$ cat src/rtl/tio_wb_arbiter.sv
// Two-master round-robin WISHBONE classic arbiter; grant is held for the whole cyc period.
// Optional watchdog abort of unresponsive target accesses is enabled by WB_ARB_TIMEOUT_EN.
module tio_wb_arbiter #(
  parameter int unsigned ADR_WIDTH = 12,
  parameter int unsigned DAT_WIDTH = 32,
  parameter int unsigned TIMEOUT   = 255
) (
  input  logic                   wb_clk_i,
  input  logic                   wb_rst_i,
  input  logic                   m0_cyc_i,
  input  logic                   m0_stb_i,
  input  logic                   m0_we_i,
  input  logic [ADR_WIDTH-1:0]   m0_adr_i,
  input  logic [DAT_WIDTH-1:0]   m0_dat_i,
  input  logic [DAT_WIDTH/8-1:0] m0_sel_i,
  output logic                   m0_ack_o,
  output logic                   m0_err_o,
  output logic                   m0_rty_o,
  output logic [DAT_WIDTH-1:0]   m0_dat_o,
  input  logic                   m1_cyc_i,
  input  logic                   m1_stb_i,
  input  logic                   m1_we_i,
  input  logic [ADR_WIDTH-1:0]   m1_adr_i,
  input  logic [DAT_WIDTH-1:0]   m1_dat_i,
  input  logic [DAT_WIDTH/8-1:0] m1_sel_i,
  output logic                   m1_ack_o,
  output logic                   m1_err_o,
  output logic                   m1_rty_o,
  output logic [DAT_WIDTH-1:0]   m1_dat_o,
  output logic                   s_cyc_o,
  output logic                   s_stb_o,
  output logic                   s_we_o,
  output logic [ADR_WIDTH-1:0]   s_adr_o,
  output logic [DAT_WIDTH-1:0]   s_dat_o,
  output logic [DAT_WIDTH/8-1:0] s_sel_o,
  input  logic                   s_ack_i,
  input  logic                   s_err_i,
  input  logic                   s_rty_i,
  input  logic [DAT_WIDTH-1:0]   s_dat_i,
  output logic [1:0]             grant_o,
  output logic [7:0]             timeout_cnt_o
);

`ifdef WB_ARB_TIMEOUT_EN
  typedef enum logic [1:0] {StIdle, StOwn0, StOwn1, StAbort} state_e;
`else
  typedef enum logic [1:0] {StIdle, StOwn0, StOwn1} state_e;
`endif

  state_e     state_q;
  logic       last_q;
  logic [1:0] grant_q;
  logic       own0, own1, own_cyc, resp, wdg_fire;

  always_comb begin
    own0    = (state_q == StOwn0);
    own1    = (state_q == StOwn1);
    // last_q always names the current owner while a grant is held (including abort)
    own_cyc = last_q ? m1_cyc_i : m0_cyc_i;
    resp    = s_ack_i | s_err_i | s_rty_i;

    s_cyc_o = 1'b0;
    s_stb_o = 1'b0;
    s_we_o  = 1'b0;
    s_adr_o = '0;
    s_dat_o = '0;
    s_sel_o = '0;
    if (own0) begin
      s_cyc_o = m0_cyc_i;
      s_stb_o = m0_stb_i;
      s_we_o  = m0_we_i;
      s_adr_o = m0_adr_i;
      s_dat_o = m0_dat_i;
      s_sel_o = m0_sel_i;
    end else if (own1) begin
      s_cyc_o = m1_cyc_i;
      s_stb_o = m1_stb_i;
      s_we_o  = m1_we_i;
      s_adr_o = m1_adr_i;
      s_dat_o = m1_dat_i;
      s_sel_o = m1_sel_i;
    end
  end

`ifdef WB_ARB_TIMEOUT_EN
  logic [7:0] wdg_q;
  logic [7:0] tcnt_q;
  logic       stall;

  assign stall         = s_cyc_o & s_stb_o & ~resp;
  assign wdg_fire      = stall && (wdg_q == 8'(TIMEOUT));
  assign timeout_cnt_o = tcnt_q;
`else
  assign wdg_fire      = 1'b0;
  assign timeout_cnt_o = 8'd0;
`endif

  assign m0_ack_o = own0 & s_ack_i;
  assign m0_err_o = own0 & (s_err_i | wdg_fire);
  assign m0_rty_o = own0 & s_rty_i;
  assign m0_dat_o = own0 ? s_dat_i : '0;
  assign m1_ack_o = own1 & s_ack_i;
  assign m1_err_o = own1 & (s_err_i | wdg_fire);
  assign m1_rty_o = own1 & s_rty_i;
  assign m1_dat_o = own1 ? s_dat_i : '0;
  assign grant_o  = grant_q;

  always_ff @(posedge wb_clk_i) begin
    if (wb_rst_i) begin
      state_q <= StIdle;
      last_q  <= 1'b1;
      grant_q <= 2'b00;
`ifdef WB_ARB_TIMEOUT_EN
      wdg_q   <= 8'd0;
      tcnt_q  <= 8'd0;
`endif
    end else begin
      unique case (state_q)
        StIdle: begin
          // Tie goes to the master that was not granted last
          if (m0_cyc_i && (!m1_cyc_i || last_q)) begin
            state_q <= StOwn0;
            last_q  <= 1'b0;
            grant_q <= 2'b01;
          end else if (m1_cyc_i) begin
            state_q <= StOwn1;
            last_q  <= 1'b1;
            grant_q <= 2'b10;
          end
        end
        StOwn0, StOwn1: begin
          if (!own_cyc) begin
            state_q <= StIdle;
            grant_q <= 2'b00;
`ifdef WB_ARB_TIMEOUT_EN
            wdg_q   <= 8'd0;
          end else if (wdg_fire) begin
            state_q <= StAbort;
            wdg_q   <= 8'd0;
            if (tcnt_q != 8'hFF) tcnt_q <= tcnt_q + 8'd1;
          end else if (resp) begin
            wdg_q <= 8'd0;
          end else if (stall) begin
            wdg_q <= wdg_q + 8'd1;
`endif
          end
        end
`ifdef WB_ARB_TIMEOUT_EN
        StAbort: begin
          if (!own_cyc) begin
            state_q <= StIdle;
            grant_q <= 2'b00;
          end
        end
`endif
        default: begin
          state_q <= StIdle;
          grant_q <= 2'b00;
        end
      endcase
    end
  end

endmodule
$ cat config.mk
export PLATFORM = sky130hd
export DESIGN_NAME = tio_wb_arbiter
export DESIGN_NICKNAME = d
export VERILOG_FILES = /design/src/rtl/tio_wb_arbiter.sv
export SDC_FILE = /design/constraint.sdc
export NUM_CORES = 1
export LEC_CHECK = 0
export ABC_AREA = 1
export BUFFER_PORTS_ARGS = -buffer_cell sky130_fd_sc_hd__buf_4
export CORE_AREA = 2 2 104 106
export CTS_CLUSTER_DIAMETER = 120
export DETAILED_ROUTE_END_ITERATION = 10
export DIE_AREA = 0 0 106 108
export PLACE_DENSITY = 0.59
export REMOVE_ABC_BUFFERS = 1
export SYNTH_ARGS = -nofsm -noshare
export SYNTH_HDL_FRONTEND = slang
export SYNTH_SLANG_ARGS = --single-unit
$ cat constraint.sdc
create_clock -name wb_clk_i -period 3.4 [get_ports wb_clk_i]
set_input_delay 0.17 -clock wb_clk_i [delete_from_list [all_inputs] [get_ports wb_clk_i]]
set_output_delay 0.17 -clock wb_clk_i [all_outputs]
set_load 0.01 [all_outputs]
==> results of run 1 <==
[flip-flops by register name (all words and copies together), names as in the netlist]
name,count
grant_o,2
last_q,1
[power by group through the flow]
| stage | Combinational [mW] | Sequential, mW | Clock (mW) |
|---|---|---|---|
| floorplan | 1.09 | 0.0740 | 0 |
| global placement | 2.28 | 0.0704 | 0 |
| detailed placement | 2.30 | 0.0720 | 0 |
| CTS | 2.31 | 0.0712 | 0.109 |
| global route | 2.50 | 0.0744 | 0.113 |
| finish | 2.27 | 0.0708 | 0.105 |
[routing by layer]
metal | vias to the layer above | track usage, %
met3 | 6 | 3.68
met2 | 169 | 24.7
met5 | - | 0
li1 | 1508 | -
met4 | 0 | 2.35
met1 | 1216 | 16.0
[worst register-to-register path: stages (launching register included)]
cell and delay (ps):
dfxtp_1 370, inv_1 120, ha_1 330, nand3_2 110
a21oi_1 130, nor2_1 60
[kinds of logic (layout without fill, tap and decap cells)]
group	count (synthesis)	count (layout)	share of synthesized area [%]
other cells	1	8	0.229
buf+inv	111	345	32.0
flops	3	3	3.67
fa+ha+maj	5	5	3.82
compound gates	6	6	1.83
simple gates	235	235	58.4
[final cells by class]
type,count,share of cell area [%]
clock buffer,4,1.24
inverter,78,8.04
multi-input combinational,254,29.8
sequential,3,1.65
tap,136,4.68
timing repair buffer,263,54.6
[path summary, 6_finish.rpt]
check,startpoint,endpoint,slack [ps],cells after the start
worst min register to register,last_q,last_q,500,2
worst max register to register,grant_o[1],grant_o[1],2170,5
worst max-delay path,grant_o[0],s_sel_o[1],1150,6
worst min-delay path,wb_rst_i,last_q,160,3
[cells in the final DEF (no fill, tap or decap)]
cell type	Yosys	layout
o21ai_0	3	3
buf_4	14	262
nand3_1	55	55
inv_2	1	1
a21oi_1	3	3
nor2_1	2	2
clkbuf_8	0	3
inv_1	77	77
dfxtp_1	3	3
conb_1	1	8
ha_2	0	2
nand2_1	177	177
clkbuf_1	0	1
ha_1	5	3
nand3_2	1	1
buf_12	0	1
==> results.toml, run 1 <==
[clocking]
htree_levels = 1
postCtsSetupBuffers = 0
cts_tree = "built"
cts_resized = 0
path_clk_slew_ps = 30
numCtsBuffers = 3
clock_latency_ps = 220
root_buffer = "clkbuf_8"
cts.sinks = 3
holdBufCountCts = 0
cts_buffer_depth = 2

[hold_path]
hold_path_class = "in -> reg"

[worst_setup_path]
cp.arrival_ps = 2080
crit_family = "adder cells"
crit_buf_inv = 3
crit_slowest_cell = "ha_2"
start_kind = "register"
crit_chain = "inv_1 > ha_2 > buf_12 > nand3_1 > nand2_1 > buf_4"
cp-end-kind = "primary output"
crit_type = "reg -> out"
critPathMaxFanout = 46
cp_slowest_stage_delay_ps = 720
crit_required_ps = 3230

[logic_synthesis]
synth.most_common_cell = "nand2_1"
synthArstFlopShare_pct = 0
yosys_warnings = 0
synth.distinct_cells = 14
synth_edf_count = 0
synth-main-ff-cell = "dfxtp_1"
syn_inst = 361
yosys.area.top_type_share_pct = 40.6
yosysSeqAreaShare_pct = 3.67
ys_top_cells_by_area = "nand2_1 41%, inv_1 18%, nand3_1 17%"
avgSynthCellArea_um2 = 4.54
synth_top_area_cell = "nand2_1"
ys_seq_elements = 3
synth_common_cells = "177 x nand2_1, 77 x inv_1, 55 x nand3_1"
syn_area_um2 = 1640

[die]
num_rows = 37
io_pins = 270
core_area_um2 = 10200
die_area_um2 = 11400
fp.dieW_um = 106
die_h_um = 108
start_util_pct = 16.0

[placement]
dp_cells = 734
gp_congestion = 0.722
portBuffers = 261
dp_slack_ps = 1370
dpl.hpwl_mm = 7.26
place_area_um2 = 3590

[global_routing]
antenna_found_initial = 0
grt_use_total_pct = 13.5
grt_pass1_vias = 2648
grt_pass1_wl_mm = 13.0
overflow = 0
grt_max_degree = 53

[power]
p_sw_mw = 1.28
pwr-share-comb_pct = 92.8
p_per_area_nw_per_um2 = 671
ir_worst_vdd_mv = 0.310
total_power_mw = 2.44
p_int_mw = 1.16
pwr-share-seq_pct = 2.9
switching_share_pct = 52.5
power.leakage_nw = 2.66
clkPwrFrac_pct = 4.3

[timing]
setup_ws_ps = 1150
rsz0062_at_grt = "no"
worst_pin_slew_ps = 1200
clock_skew_ps = 2.28
tns_ps = 0
period_needed_ps = 2250
setup_violations = 0
holdWs_ps = 161
max_slew_margin_pct = 20.1
min_period_over_period_pct = 66.3
hold_viol = 0
finalMaxSlewViolations = 0
fmax_ghz = 0.444

[detailed_routing]
dr_wl_met2_mm = 4.28
wl_met1_mm = 3.33
viasPerCell = 3.93
wl_met3_um = 916
dr.pass1.iters = 4
num_vias = 2899
drcViolationCount = 0
routed_wl_mm = 8.61
wl_per_cell_um = 11.7
top_layer = "met4"
ant_nets = 0
drtIter0Drc = 186

[final_layout]
fin_cells = 738
finalNetCount = 747
drive_gt1_share_pct = 44.9
fin_util_pct = 35.6
syn2layout_area_growth_pct = 122
postLayoutCellArea_um2 = 3640
multi_input_area_um2 = 1080
diodes = 0
register_area_um2 = 60.1
nFillCells = 1136

[run]
drv_cap = 0

[status]
outcome = "complete, no violations"
Note: power is estimated with default switching activity, not from simulation.
==> run 2: changes to the inputs <==
clock period = 2.3 ns   (was 3.4 ns; I/O delays follow)
==> run 2 against run 1 <==
Net effect:
- wire length grew 1.4%
- utilization grew 0.27 points
- power increased by 50%
- flip-flop and latch count is the same
- count of clock-buffer cells in the layout did not move
- final cell count rose by 0.27%
- sequential share of layout area about the same
- critical path depth rose by 1
==> results.toml, run 2 (synthesis results as in run 1) <==
[power]
p_per_area_nw_per_um2 = 996
power.leakage_nw = 2.68
ir_worst_vdd_mv = 0.635

[final_layout]
multi_input_area_um2 = 1080
diodes = 0
largest_reg_flops = 2
final_cell_mix = "263 x buf_4, 177 x nand2_1, 77 x inv_1"
layout.cells.most_common = "buf_4"
drive_gt1_share_pct = 45.0
postLayoutCellArea_um2 = 3670
register_area_um2 = 60.1
syn2layout_area_growth_pct = 124
finalNetCount = 749
fin_cells = 740
nFillCells = 1126

[clocking]
clock_latency_ps = 220
cts.sinks = 3
root_buffer = "clkbuf_8"
holdBufCountCts = 0
cts_buffer_depth = 2
cts_resized = 0
numCtsBuffers = 3
path_clk_slew_ps = 30
postCtsSetupBuffers = 0
cts_tree = "built"
htree_levels = 1

[detailed_routing]
ant_nets = 0
dr.pass1.iters = 4
drcViolationCount = 0
wl_met1_mm = 3.30
routed_wl_mm = 8.73
num_vias = 2936
dr_wl_met2_mm = 4.40
wl_per_cell_um = 11.8
drtIter0Drc = 149
top_layer = "met4"
wl_met3_um = 866
viasPerCell = 3.97

[die]
die_h_um = 108
fp.dieW_um = 106
num_rows = 37
start_util_pct = 16.0
core_area_um2 = 10200
io_pins = 270
die_area_um2 = 11400

[global_routing]
overflow = 0
grt_pass1_wl_mm = 13.0
grt_use_total_pct = 13.6
grt_pass1_vias = 2718
grt_max_degree = 87
antenna_found_initial = 0

[worst_setup_path]
cp.arrival_ps = 1690
crit_required_ps = 2180
cp-end-kind = "primary output"
r2r-start = "grant_o[0]"
start_kind = "register"
cp-startpoint = "grant_o[1]"
crit_type = "reg -> out"
critPathMaxFanout = 42

[placement]
dpl.hpwl_mm = 7.35
portBuffers = 261
dp_slack_ps = 692
dp_cells = 736
gp_congestion = 0.716
place_area_um2 = 3620

[timing]
min_period_over_period_pct = 78.5
period_needed_ps = 1800
tns_ps = 0
finalMaxSlewViolations = 0
clock_skew_ps = 3.12
rsz0062_at_grt = "no"
setup_violations = 0
fmax_ghz = 0.554
setup_ws_ps = 495
hold_viol = 0

[hold_path]
hold_path_class = "in -> reg"
hp-start = "wb_rst_i"

[status]
outcome = "complete, no violations"

[run]
drv_cap = 0
## run 2: cell count changes in the layout (fill, tap and decap cells not counted)
cell | previous run | this run
buf_12 | 1 | 2
buf_4 | 262 | 263
## run 2: final cells by class
cell class | count | area share [%]
Inverter | 78 | 7.98
Sequential cell | 3 | 1.64
Clock buffer | 4 | 1.23
Timing Repair Buffer | 265 | 54.9
Multi-Input combinational cell | 254 | 29.6
Tap cell | 136 | 4.64
## run 2: layer usage
layer / up-vias / GRT usage, %
met5: - / 0
li1: 1512 / -
met3: 10 / 3.07
met4: 0 / 3.85
met1: 1244 / 15.6
met2: 170 / 25.5
## run 2: critical path: stages, from the launching register on
cell and delay (ps):
dfxtp_1 370, inv_1 110, ha_2 200, inv_2 180, buf_12 240, nand3_1 150, nand2_1 100, buf_4 120
## run 2: path summary, 6_finish.rpt
| path | to | slack (ps) | cells after the start |
|---|---|---|---|
| worst max-delay path | s_sel_o[0] | 500 | 7 |
| worst min-delay path | last_q | 130 | 3 |
| worst max register to register | grant_o[1] | 1030 | 5 |
| worst min register to register | last_q | 530 | 2 |
## run 2: stage by stage
| stage | util (%) | power (mW) | hold WS [ps] |
|---|---|---|---|
| after floorplan | - | 1.72 | 215 |
| after global placement | 35.4 | 3.51 | 315 |
| after detailed placement | 35.4 | 3.55 | 345 |
| after CTS | 35.8 | 3.71 | 114 |
| after global routing | 35.8 | 4.02 | 133 |
| final | 35.8 | 3.65 | 132 |
## run 2: where the power goes
part	total [mW]	switching, mW	internal [mW]
Clock	0.158	0.0393	0.119
Sequential	0.105	0.0269	0.0783
Combinational	3.39	1.85	1.54
Total	3.65	1.92	1.74
==> run 3: changes to the inputs <==
clock period = 1.8 ns   (was 2.3 ns; I/O delays follow)
==> run 3 against run 2 <==
Net effect:
- clock power is 27% higher
- register-to-register slack worse by 470 ps
- first-iteration DRC count is 26% higher
- final cell count is 0.27% higher
- wire length is 4.8% higher
- global-route usage hardly changed
==> results.toml, run 3 (synthesis results as in run 1) <==
[worst_setup_path]
critPathMaxFanout = 21
cp.arrival_ps = 1550
start_kind = "register"
crit_required_ps = 1710
cp-end-kind = "primary output"
crit_type = "reg -> out"

[die]
die_area_um2 = 11400
start_util_pct = 16.0
io_pins = 270
num_rows = 37
fp.dieW_um = 106
die_h_um = 108
core_area_um2 = 10200

[timing]
finalMaxSlewViolations = 0
setup_violations = 0
hold_viol = 0
rsz0062_at_grt = "no"
period_needed_ps = 1640
fmax_ghz = 0.612
clock_skew_ps = 0.814
min_period_over_period_pct = 90.8
holdWs_ps = 76.5

[clocking]
root_buffer = "clkbuf_8"
holdBufCountCts = 0
cts_resized = 0
htree_levels = 1
clock_latency_ps = 220
cts_tree = "built"
cts_buffer_depth = 2
path_clk_slew_ps = 30
cts.sinks = 3
postCtsSetupBuffers = 0
numCtsBuffers = 3

[detailed_routing]
ant_nets = 0
routed_wl_mm = 9.15
drcViolationCount = 0
num_vias = 2972
dr.pass1.iters = 4
viasPerCell = 4.01
drtIter0Drc = 187
wl_per_cell_um = 12.3

[final_layout]
finalNetCount = 751
register_area_um2 = 60.1
nFillCells = 1112
layout.cells.most_common = "buf_4"
diodes = 0
drive_gt1_share_pct = 45.2
multi_input_area_um2 = 1080
largest_reg_flops = 2
syn2layout_area_growth_pct = 128
final_cell_mix = "262 x buf_4, 177 x nand2_1, 77 x inv_1"

[hold_path]
hold_path_class = "in -> reg"

[placement]
dpl.hpwl_mm = 7.27
portBuffers = 261
gp_congestion = 0.734

[power]
ir_worst_vdd_mv = 0.536
total_power_mw = 4.90
power.leakage_nw = 2.71
p_per_area_nw_per_um2 = 1310

[status]
outcome = "complete, no violations"

[global_routing]
grt_max_degree = 87
overflow = 0
grt_pass1_vias = 2682
antenna_found_initial = 0
grt_use_total_pct = 13.6
grt_pass1_wl_mm = 12.9

[run]
drv_cap = 0
## run 3: cell types whose count changed in the layout (fill, tap and decap cells not counted), sizes merged
cell    previous run  this run
clkbuf             4         6
## run 3: path summary, 6_finish.rpt
kind / endpoint / cells past startpoint / from / slack (ps)
setup / recovery: s_dat_o[2] / 7 / grant_o[1] / 160
hold / removal: last_q / 3 / wb_rst_i / 80
setup reg to reg: grant_o[1] / 6 / grant_o[0] / 560
hold reg to reg: last_q / 2 / last_q / 500
## run 3: stage by stage
step	utilization [%]	instance area (µm²)	TNS (ps)	cells	setup slack (ps)
global route	36.6	3740	0	742	23.4
CTS	36.0	3680	0	740	39.5
finish	36.6	3740	0	742	165
floorplan	-	1430	-50030	335	-689
detailed placement	35.5	3630	0	736	282
global placement	35.5	3630	0	736	279
## run 3: power by group
group | switching (mW) | internal [mW] | total (mW) | leakage, nW
clock network | 0.0484 | 0.151 | 0.200 | 0.0228
registers | 0.0343 | 0.100 | 0.134 | 0.0249
logic | 2.45 | 2.12 | 4.56 | 2.66
total | 2.53 | 2.37 | 4.90 | 2.71
## run 3: worst max-delay path, stage by stage, from the launching register on
cell	delay [ps]
dfxtp_1	360
inv_1	100
ha_2	220
inv_4	150
clkbuf_16	210
nand3_1	80
nand2_1	70
buf_4	120
## run 3: area by class of cell
cell class | instances | area share [%]
sequential | 3 | 1.61
timing repair buffer | 267 | 55.7
inverter | 78 | 7.90
clock buffer | 4 | 1.20
multi-input combinational | 254 | 29.0
tap | 136 | 4.55
## run 3: metal layers
layer / vias up / global-route usage (%) / wire [µm]
met3: 8 / 2.77 / 940
met5: - / 0 / 0
met2: 173 / 25.8 / 4700
met1: 1273 / 16.0 / 3400
li1: 1518 / - / -
met4: 0 / 2.54 / 111
